==> config.mk <==
export PLATFORM = sky130hd
export DESIGN_NAME = aud_codec_config
export DESIGN_NICKNAME = d
export VERILOG_FILES = /design/src/rtl/aud_codec_config.sv
export SDC_FILE = /design/constraint.sdc
export NUM_CORES = 1
export LEC_CHECK = 0
export ABC_AREA = 0
export BUFFER_PORTS_ARGS = -buffer_cell sky130_fd_sc_hd__buf_2
export CORE_MARGIN = 10
export CORE_UTILIZATION = 40
export CTS_BUF_LIST = sky130_fd_sc_hd__clkbuf_16
export DETAILED_ROUTE_END_ITERATION = 6
export PLACE_DENSITY_LB_ADDON = 0.1
export REMOVE_ABC_BUFFERS = 1
export SLEW_MARGIN = 20
export SYNTH_ARGS = -nofsm -noshare
export SYNTH_HDL_FRONTEND = slang
export SYNTH_SLANG_ARGS = --single-unit
==> constraint.sdc <==
create_clock -name CLOCK_50 -period 2.2 [get_ports CLOCK_50]
set_input_delay 0.11 -clock CLOCK_50 [delete_from_list [all_inputs] [get_ports CLOCK_50]]
set_output_delay 0.11 -clock CLOCK_50 [all_outputs]
set_load 0.1 [all_outputs]
==> src/rtl/aud_codec_config.sv <==
// aud_codec_config
// Walks an audio codec through its power-up register table over a
// downstream I2C byte writer, then serves headphone-volume writes on
// request.
//
// Ports
//   CLOCK_50      in   50 MHz system clock, rising edge
//   reset         in   asynchronous active-low reset
//   start         in   pulse: abort and re-run the full table
//   vol_req       in   pulse: queue a headphone-volume write
//   vol_data[6:0] in   volume code, captured with vol_req
//   i2c_enable    out  one-cycle request to the I2C writer
//   i2c_addr1     out  slave address byte (SLAVE_ADDR)
//   i2c_addr2     out  codec register address
//   i2c_data      out  codec register data
//   i2c_done      in   writer idle flag (low while transferring)
//   busy          out  sequencer active (not IDLE, not ERR)
//   config_done   out  table finished since last start/reset
//   error         out  sticky handshake timeout
//   reg_index     out  table entry in progress
module aud_codec_config #(
  parameter logic [7:0]  SLAVE_ADDR = 8'h34,
  parameter int unsigned T_GAP      = 500,
  parameter int unsigned T_ACKTO    = 15
) (
  input  logic       CLOCK_50,
  input  logic       reset,
  input  logic       start,
  input  logic       vol_req,
  input  logic [6:0] vol_data,
  output logic       i2c_enable,
  output logic [7:0] i2c_addr1,
  output logic [6:0] i2c_addr2,
  output logic [8:0] i2c_data,
  input  logic       i2c_done,
  output logic       busy,
  output logic       config_done,
  output logic       error,
  output logic [3:0] reg_index
);

  localparam logic [2:0] ST_IDLE      = 3'd0;
  localparam logic [2:0] ST_LOAD      = 3'd1;
  localparam logic [2:0] ST_ISSUE     = 3'd2;
  localparam logic [2:0] ST_WAIT_BUSY = 3'd3;
  localparam logic [2:0] ST_WAIT_DONE = 3'd4;
  localparam logic [2:0] ST_GAP       = 3'd5;
  localparam logic [2:0] ST_ERR       = 3'd6;

  localparam logic [3:0] LAST_INDEX = 4'd10;
  localparam logic [9:0] GAP_LOAD   = 10'(T_GAP);
  // Loaded one below T_ACKTO so ERR is entered exactly T_ACKTO cycles
  // after the enable pulse.
  localparam logic [7:0] ACK_LOAD   = 8'(T_ACKTO - 1);
  localparam logic [6:0] VOL_ADDR   = 7'h02;

  // Codec power-up table, returned as {addr2, data}.
  function automatic logic [15:0] table_entry(input logic [3:0] idx);
    logic [15:0] entry;
    case (idx)
      4'd0:    entry = {7'h0F, 9'h000};
      4'd1:    entry = {7'h00, 9'h017};
      4'd2:    entry = {7'h01, 9'h017};
      4'd3:    entry = {7'h02, 9'h079};
      4'd4:    entry = {7'h03, 9'h079};
      4'd5:    entry = {7'h04, 9'h012};
      4'd6:    entry = {7'h05, 9'h000};
      4'd7:    entry = {7'h06, 9'h000};
      4'd8:    entry = {7'h07, 9'h042};
      4'd9:    entry = {7'h08, 9'h000};
      4'd10:   entry = {7'h09, 9'h001};
      default: entry = {7'h00, 9'h000};
    endcase
    return entry;
  endfunction

  logic [2:0]  state_q, state_d;
  logic [3:0]  idx_q, idx_d;
  logic [9:0]  gap_q, gap_d;
  logic [7:0]  ack_q, ack_d;
  logic        en_q, en_d;
  logic [7:0]  addr1_q, addr1_d;
  logic [6:0]  addr2_q, addr2_d;
  logic [8:0]  data_q, data_d;
  logic        busy_q, busy_d;
  logic        cfg_q, cfg_d;
  logic        err_q, err_d;
  logic        auto_q, auto_d;   // one-shot start after reset release
  logic        vmode_q, vmode_d; // current write is a volume write
  logic        pend_q, pend_d;
  logic [6:0]  vword_q, vword_d;
  logic        launch_vol_s;
  logic [15:0] entry_s;

  assign entry_s = table_entry(idx_q);

  // Next-state logic for the sequencer and its datapath registers.
  always_comb begin
    state_d      = state_q;
    idx_d        = idx_q;
    gap_d        = gap_q;
    ack_d        = ack_q;
    en_d         = 1'b0;
    addr1_d      = addr1_q;
    addr2_d      = addr2_q;
    data_d       = data_q;
    cfg_d        = cfg_q;
    err_d        = err_q;
    auto_d       = auto_q;
    vmode_d      = vmode_q;
    launch_vol_s = 1'b0;

    if (start) begin
      // Restart from any state; a pending volume write stays pending.
      state_d = ST_LOAD;
      idx_d   = 4'd0;
      cfg_d   = 1'b0;
      err_d   = 1'b0;
      auto_d  = 1'b0;
      vmode_d = 1'b0;
    end else begin
      case (state_q)
        ST_IDLE: begin
          if (auto_q) begin
            state_d = ST_LOAD;
            idx_d   = 4'd0;
            auto_d  = 1'b0;
            vmode_d = 1'b0;
          end else if (pend_q && cfg_q) begin
            state_d      = ST_LOAD;
            vmode_d      = 1'b1;
            launch_vol_s = 1'b1;
          end else begin
            state_d = ST_IDLE;
          end
        end
        ST_LOAD: begin
          addr1_d = SLAVE_ADDR;
          if (vmode_q) begin
            addr2_d = VOL_ADDR;
            data_d  = {1'b1, 1'b0, vword_q};
          end else begin
            addr2_d = entry_s[15:9];
            data_d  = entry_s[8:0];
          end
          state_d = ST_ISSUE;
        end
        ST_ISSUE: begin
          if (i2c_done) begin
            en_d    = 1'b1;
            ack_d   = ACK_LOAD;
            state_d = ST_WAIT_BUSY;
          end else begin
            state_d = ST_ISSUE;
          end
        end
        ST_WAIT_BUSY: begin
          if (!i2c_done) begin
            state_d = ST_WAIT_DONE;
          end else if (ack_q == 8'd0) begin
            state_d = ST_ERR;
            err_d   = 1'b1;
          end else begin
            ack_d = ack_q - 8'd1;
          end
        end
        ST_WAIT_DONE: begin
          if (i2c_done) begin
            gap_d   = GAP_LOAD;
            state_d = ST_GAP;
          end else begin
            state_d = ST_WAIT_DONE;
          end
        end
        ST_GAP: begin
          if (gap_q != 10'd0) begin
            gap_d = gap_q - 10'd1;
          end else if (vmode_q) begin
            vmode_d = 1'b0;
            state_d = ST_IDLE;
          end else if (idx_q == LAST_INDEX) begin
            cfg_d   = 1'b1;
            state_d = ST_IDLE;
          end else begin
            idx_d   = idx_q + 4'd1;
            state_d = ST_LOAD;
          end
        end
        ST_ERR: begin
          state_d = ST_ERR;
        end
        default: begin
          state_d = ST_IDLE;
        end
      endcase
    end

    busy_d = (state_d != ST_IDLE) && (state_d != ST_ERR);
  end

  // Volume request capture: latest request wins, cleared when launched.
  always_comb begin
    if (vol_req) begin
      vword_d = vol_data;
      pend_d  = 1'b1;
    end else if (launch_vol_s) begin
      vword_d = vword_q;
      pend_d  = 1'b0;
    end else begin
      vword_d = vword_q;
      pend_d  = pend_q;
    end
  end

  // State and output registers.
  always_ff @(posedge CLOCK_50 or negedge reset) begin
    if (!reset) begin
      state_q <= ST_IDLE;
      idx_q   <= 4'd0;
      gap_q   <= 10'd0;
      ack_q   <= 8'd0;
      en_q    <= 1'b0;
      addr1_q <= 8'd0;
      addr2_q <= 7'd0;
      data_q  <= 9'd0;
      busy_q  <= 1'b0;
      cfg_q   <= 1'b0;
      err_q   <= 1'b0;
      auto_q  <= 1'b1;
      vmode_q <= 1'b0;
      pend_q  <= 1'b0;
      vword_q <= 7'd0;
    end else begin
      state_q <= state_d;
      idx_q   <= idx_d;
      gap_q   <= gap_d;
      ack_q   <= ack_d;
      en_q    <= en_d;
      addr1_q <= addr1_d;
      addr2_q <= addr2_d;
      data_q  <= data_d;
      busy_q  <= busy_d;
      cfg_q   <= cfg_d;
      err_q   <= err_d;
      auto_q  <= auto_d;
      vmode_q <= vmode_d;
      pend_q  <= pend_d;
      vword_q <= vword_d;
    end
  end

  assign i2c_enable  = en_q;
  assign i2c_addr1   = addr1_q;
  assign i2c_addr2   = addr2_q;
  assign i2c_data    = data_q;
  assign busy        = busy_q;
  assign config_done = cfg_q;
  assign error       = err_q;
  assign reg_index   = idx_q;

endmodule

=== Word-level counts from Yosys, hierarchy flattened ===
Memories as Yosys holds them, arrays and structs flattened.
Index checks and enable logic that the tools add are counted.

* Bits in read-only memories: 176
* Logic and storage cells: 114
* Bits in latches: 0
* Memory bits (writable): 0
* Input port bits: 12
* Memories: 1
* Register bits after elaboration: 56
* Output and inout port bits: 32

{| class="wikitable"
|+ Memories
! memory !! depth !! bits a word !! read ports !! clocked after memory_dff !! wr ports !! RTL line !! text
|-
| (name not given) || 16 || 11 || 1 || 0 || 0 || 60 || <nowiki>case (idx)</nowiki>
|}

* $add $sub $neg: 3
* Shifts and indexed selects: 0
* Magnitude comparators: 0
* Divide/modulo/power cells: 0
* Mux-type cells: 51
* Bitwise gates (word level): 1
* $mul: 0
* Equal/unequal tests: 20
* Reductions and logical operators: 23

{| class="wikitable"
|+ Operator list
! operator !! number
|-
| two-way mux 1 bit || 30
|-
| two-way mux 8 bit || 3
|-
| one-hot mux 3 bit (7 select lines) || 1
|-
| two-way mux 10 bit || 2
|-
| two-way mux 4 bit || 5
|-
| one-hot mux 10 bit (2 select lines) || 1
|-
| nonzero test 2 bit || 9
|-
| one-hot mux 8 bit (2 select lines) || 1
|-
| inequality test 3 bit (second input constant) || 5
|-
| inequality test 2 bit (second input constant) || 7
|-
| two-way mux 3 bit || 4
|-
| AND reduction 5 bit || 2
|-
| nonzero test 10 bit || 1
|-
| subtractor 10 x 1 -> 10 bit (second input constant) || 1
|-
| equality test 3 bit (second input constant) || 3
|-
| two-way mux 9 bit || 1
|-
| zero test 8 bit || 1
|-
| one-hot mux 4 bit (2 select lines) || 1
|-
| AND reduction 4 bit || 2
|-
| subtractor 8 x 1 -> 8 bit (second input constant) || 1
|-
| two-way mux 7 bit || 1
|-
| equality test 3 x 2 -> 1 bit (second input constant) || 2
|-
| AND reduction 3 bit || 2
|-
| nonzero test 3 bit || 2
|-
| 9 further kinds || 10
|}

=== Depth between registers and ports, before layout ===
* Depth after elaboration: 8
* Mapped depth: 7

=== Least setup slack after synthesis ===
Ideal clock, no wire load.

* Kind: flip-flop to flip-flop
* Start: reg idx_q[0], in the netlist reg_index[0]
* End: reg idx_q[3], in the netlist reg_index[3]
* Arrival time: 2.684 ns
* Period minus slack after synthesis: 2.763 ns
* Setup slack: -0.563 ns
* Cell stages (with the launch flop): 7
* Data required time: 2.121 ns
* Setup time: 0.079 ns
* Buffers on the path: 0
* Cell sequence: dfrtp_1 inv_1 ha_1 and3b_1 or4b_4 a211oi_1 mux2i_1

* Longest elaborated chain between the ends: 6
* Elaborated cells between the ends (all ways): 9
* Classes of those cells: add/sub: 1; eq/ne: 2; mux: 5; reduce/logical: 1

{| class="wikitable"
|+ RTL lines
! item !! RTL line !! text
|-
| from (decl) || 78 || <nowiki>logic [3:0] idx_q, idx_d;</nowiki>
|-
| from (signal assigned) || 235 || <nowiki>idx_q <= idx_d;</nowiki>
|-
| adder 4 x 1 -> 4 bit || 185 || <nowiki>idx_d = idx_q + 4'd1;</nowiki>
|-
| two-way mux 4 bit || 181 || <nowiki>end else if (idx_q == LAST_INDEX) begin</nowiki>
|-
| two-way mux 4 bit || 178 || <nowiki>end else if (vmode_q) begin</nowiki>
|-
| two-way mux 4 bit || 176 || <nowiki>if (gap_q != 10'd0) begin</nowiki>
|-
| one-hot mux 4 bit (2 select lines) || 122 || <nowiki>case (state_q)</nowiki>
|-
| two-way mux 4 bit || 113 || <nowiki>if (start) begin</nowiki>
|}

Parallel ways exist; a longest one is shown, timed or not. The select of a mux whose other input is x is not followed.
A chain may end at the register's enable or synchronous reset.

=== Worst setup path after layout ===
* Start: reg gap_q[1]
* End: reg idx_q[0], in the netlist reg_index[0]

* Longest elaborated chain between the ends: 3

{| class="wikitable"
|+ RTL lines
! item !! RTL line !! text
|-
| from (decl) || 79 || <nowiki>logic [9:0] gap_q, gap_d;</nowiki>
|-
| from (signal assigned) || 236 || <nowiki>gap_q <= gap_d;</nowiki>
|-
| nonzero test 10 bit || 176 ||
|-
| inequality test 3 bit (no line) || n/a ||
|-
| AND reduction 5 bit (no line) || n/a ||
|}

No other way between the ends.

==> metrics.yaml <==
cts_buffers: 5
synth_top_family_by_area: "simple AND/OR/NAND/NOR gates"
fmax_mhz: 444
grt_first_pass_wirelength_um: 11500
fin_crit_sh_pct: 102
die_height_um: 105
placed_area_um2: 3280
vias: 2450
reg2reg_depth: 6
worst-path-stages: 6
synth.area.top_cells: "dfrtp_1 44%, mux2_2 3.9%, nor2_1 3.5%"
diodes: 0
worstSetupPathType: "reg -> reg"
fp.dieW_um: 105
critPathLaunchType: "flop"
area_growth_pct: 21.8
syn_inst: 306
synth_top_area_cell: "dfrtp_1"
ys.flop_type: "dfrtp_1"
cts_root_buffer: "clkbuf_16"
arrival_ns: 2.46
powerDensity_nw_per_um2: 1000
fin_cells: 452
hold_depth: 2
yosys.area_share.adder_pct: 2.59
grt_max_degree: 28
synth-simple-area-share_pct: 22.1
setup_tns_ns: -0.0822
synth_compound_area_share_pct: 17.6
fillers: 659
critPathCaptureType: "flop"
critPathTopFamily: "simple AND/OR/NAND/NOR gates"
setup_violations: 3
avgSynthCellArea_um2: 9.49
maxCapViolations: 0
hold_end: "vword_q[4]"
dr.first_iter.drc_count: 107
antenna_found_initial: 0
ys_types: 52
die_area_um2: 11100
period_needed_ns: 2.25
cts_num_sinks: 52
grt_pass1_vias: 2378
relSlewSlack_pct: 56.6
cp_max_fo: 5
drc: 0
hold_viol_final: 0
slew_violations: 0
rsz0062_at_grt: "yes"
htreeDepth: 2
cpMostUsedCell: "or4b_4"
cts.reportedPaths.clkPinSlew_ns: 0.07
synth_edf_count: 0
worst_slew_pin_slew_ns: 0.651
totalWireLength_um: 6890
yosysWarningCount: 0
drive_above_1_share_pct: 28.7
grt_overflow_total: 0
clock_latency_ns: 0.29
power.leakage_nw: 1.49
syn-cell-area_um2: 2900
r2r_end: "reg_index[0]"
hp-start: "vol_data[4]"
path_buf_inv: 1
crit_chain: "inv_1, ha_2, or4b_4, or4b_4, or2_1, a211oi_2"
rr_startpoint: "gap_q[1]"
final_cell_area_um2: 3530
peakVddDrop_mv: 0.415
antenna_left: 0
ys_ff_latch: 52
cts_max_path_buffers: 2
yosys.area.top_type_share_pct: 44.0
setup_slack_ns: -0.0517
crit_path_max_incr_delay_ns: 0.62
holdCritPathClass: "in -> reg"
port_buffers: 34
fin_util_pct: 51.2
rrSetupSlack_ns: -0.05
fin_nets: 373
core_area_um2: 6910
start_util_pct: 42.0
fin_skew_ns: 0.00353
cts_tree: "yes"
status: "complete, but fails checks"
io_pins: 44
muxShareOfSynthArea_pct: 5.60
power_w: 0.00354
placed_cells: 440
cp_slowest_cell: "or4b_4"
dp_hpwl_um: 4950
track_usage_pct: 12.2
fp-row-count: 30
place.gp.congestion: 0.814
drt-vias-per-instance: 5.42
synth_seq_area_share_pct: 44.9
violations: "negative setup slack"
cp.required_ns: 2.41
ys_async_sr_fraction_pct: 100
synth_xor_area_share_pct: 0
wl_per_cell_um: 15.2
dr.pass1.iters: 4
-- how the worst max path moves through the flow --
stage	slack [ns]	startpoint	endpoint
2_1_floorplan	-0.56	reg_index[0]	reg_index[2]
3_3_place_gp	-0.008	gap_q[0]	reg_index[3]
3_5_place_dp	-0.05	gap_q[0]	reg_index[3]
4_1_cts	0.03	gap_q[0]	reg_index[0]
5_1_grt	-0.14	gap_q[1]	reg_index[0]
6_report	-0.05	gap_q[1]	reg_index[0]
-- through the flow --
step / hold WS (ns) / worst slack (ns)
2_1_floorplan: -0.186 / -0.565
3_3_place_gp: 0.172 / -0.00821
3_5_place_dp: 0.179 / -0.0498
4_1_cts: 0.0429 / 0.0258
5_1_grt: 0.0478 / -0.144
6_report: 0.0460 / -0.0517
-- cell usage after synthesis (8+ instances only) --
| cell type | n |
|---|---|
| clkbuf_1 | 18 |
| buf_4 | 11 |
| o31ai_1 | 9 |
| o21ai_0 | 14 |
| nor2_1 | 27 |
| a31oi_1 | 8 |
| nand2_1 | 24 |
| a21oi_1 | 16 |
| dfrtp_1 | 51 |
| mux2_2 | 10 |
| inv_1 | 11 |
| or4_1 | 9 |
| nor3_1 | 8 |
-- per-layer routing --
metal / up-vias / wire length (um) / track usage (%)
met5: - / 0 / 0
met4: 0 / 76 / 3.73
met3: 6 / 326 / 3.19
met2: 54 / 3280 / 19.3
met1: 1192 / 3200 / 15.8
li1: 1198 / - / -
-- layout by cell type, fill, tap and decap left out, drive strengths merged, types with 9 or more instances in the layout --
| master | synthesis | layout |
|---|---|---|
| mux2 | 10 | 10 |
| dfrtp | 51 | 51 |
| inv | 11 | 13 |
| conb | 1 | 9 |
| nor2 | 27 | 27 |
| o31ai | 10 | 10 |
| a21oi | 16 | 16 |
| buf | 14 | 65 |
| or4 | 10 | 10 |
| o21ai | 14 | 14 |
| nand2 | 24 | 24 |
-- sequential cells by signal, summed over array words and instances, names as in the netlist, 3 cells and up --
name / count
gap_q: 10
ack_q: 8
reg_index: 4
state_q: 3
i2c_data: 8
i2c_addr2: 4
vword_q: 7
-- report_power, final --
| part | leakage (nW) | internal, W | switching (W) | total [W] |
|---|---|---|---|---|
| Sequential | 0.641 | 0.00116 | 0.000150 | 0.00131 |
| Clock | 0.0856 | 0.000537 | 0.000352 | 0.000890 |
| Combinational | 0.767 | 0.000435 | 0.000904 | 0.00134 |
-- logic make-up after synthesis --
logic type,Yosys count
AOI/OAI and AO/OA,75
muxes,15
and+or+nand+nor,114
other,1
buffers and inverters,43
adders and majority gates,6
DFF,52
-- worst register-to-register path, cell delays in order, from the launching register on --
cell and delay [ns]:
dfrtp_1 0.39, inv_1 0.06, ha_2 0.16, or4b_4 0.48
or4b_4 0.62, or2_1 0.28, a211oi_2 0.18
-- final cells by class --
class | count | area (um^2) | share of cell area (%)
clock inverters | 3 | 42.5 | 1.20
repair buffers | 66 | 425 | 12.0
well taps | 96 | 120 | 3.40
clock buffers | 5 | 125 | 3.54
inverters | 11 | 41.3 | 1.17
multi-input cells | 219 | 1480 | 41.8
flip-flops and latches | 52 | 1300 | 36.8
-- what timing repair did --
item	4_1_cts	5_1_grt
hold endpoints to repair	24	0
pin swaps	0	5
gates resized for setup	3	9
endpoints found under the setup margin	3	11
buffers inserted	0	3
hold buffers	1	0
Note: power is estimated with default switching activity, not from simulation.
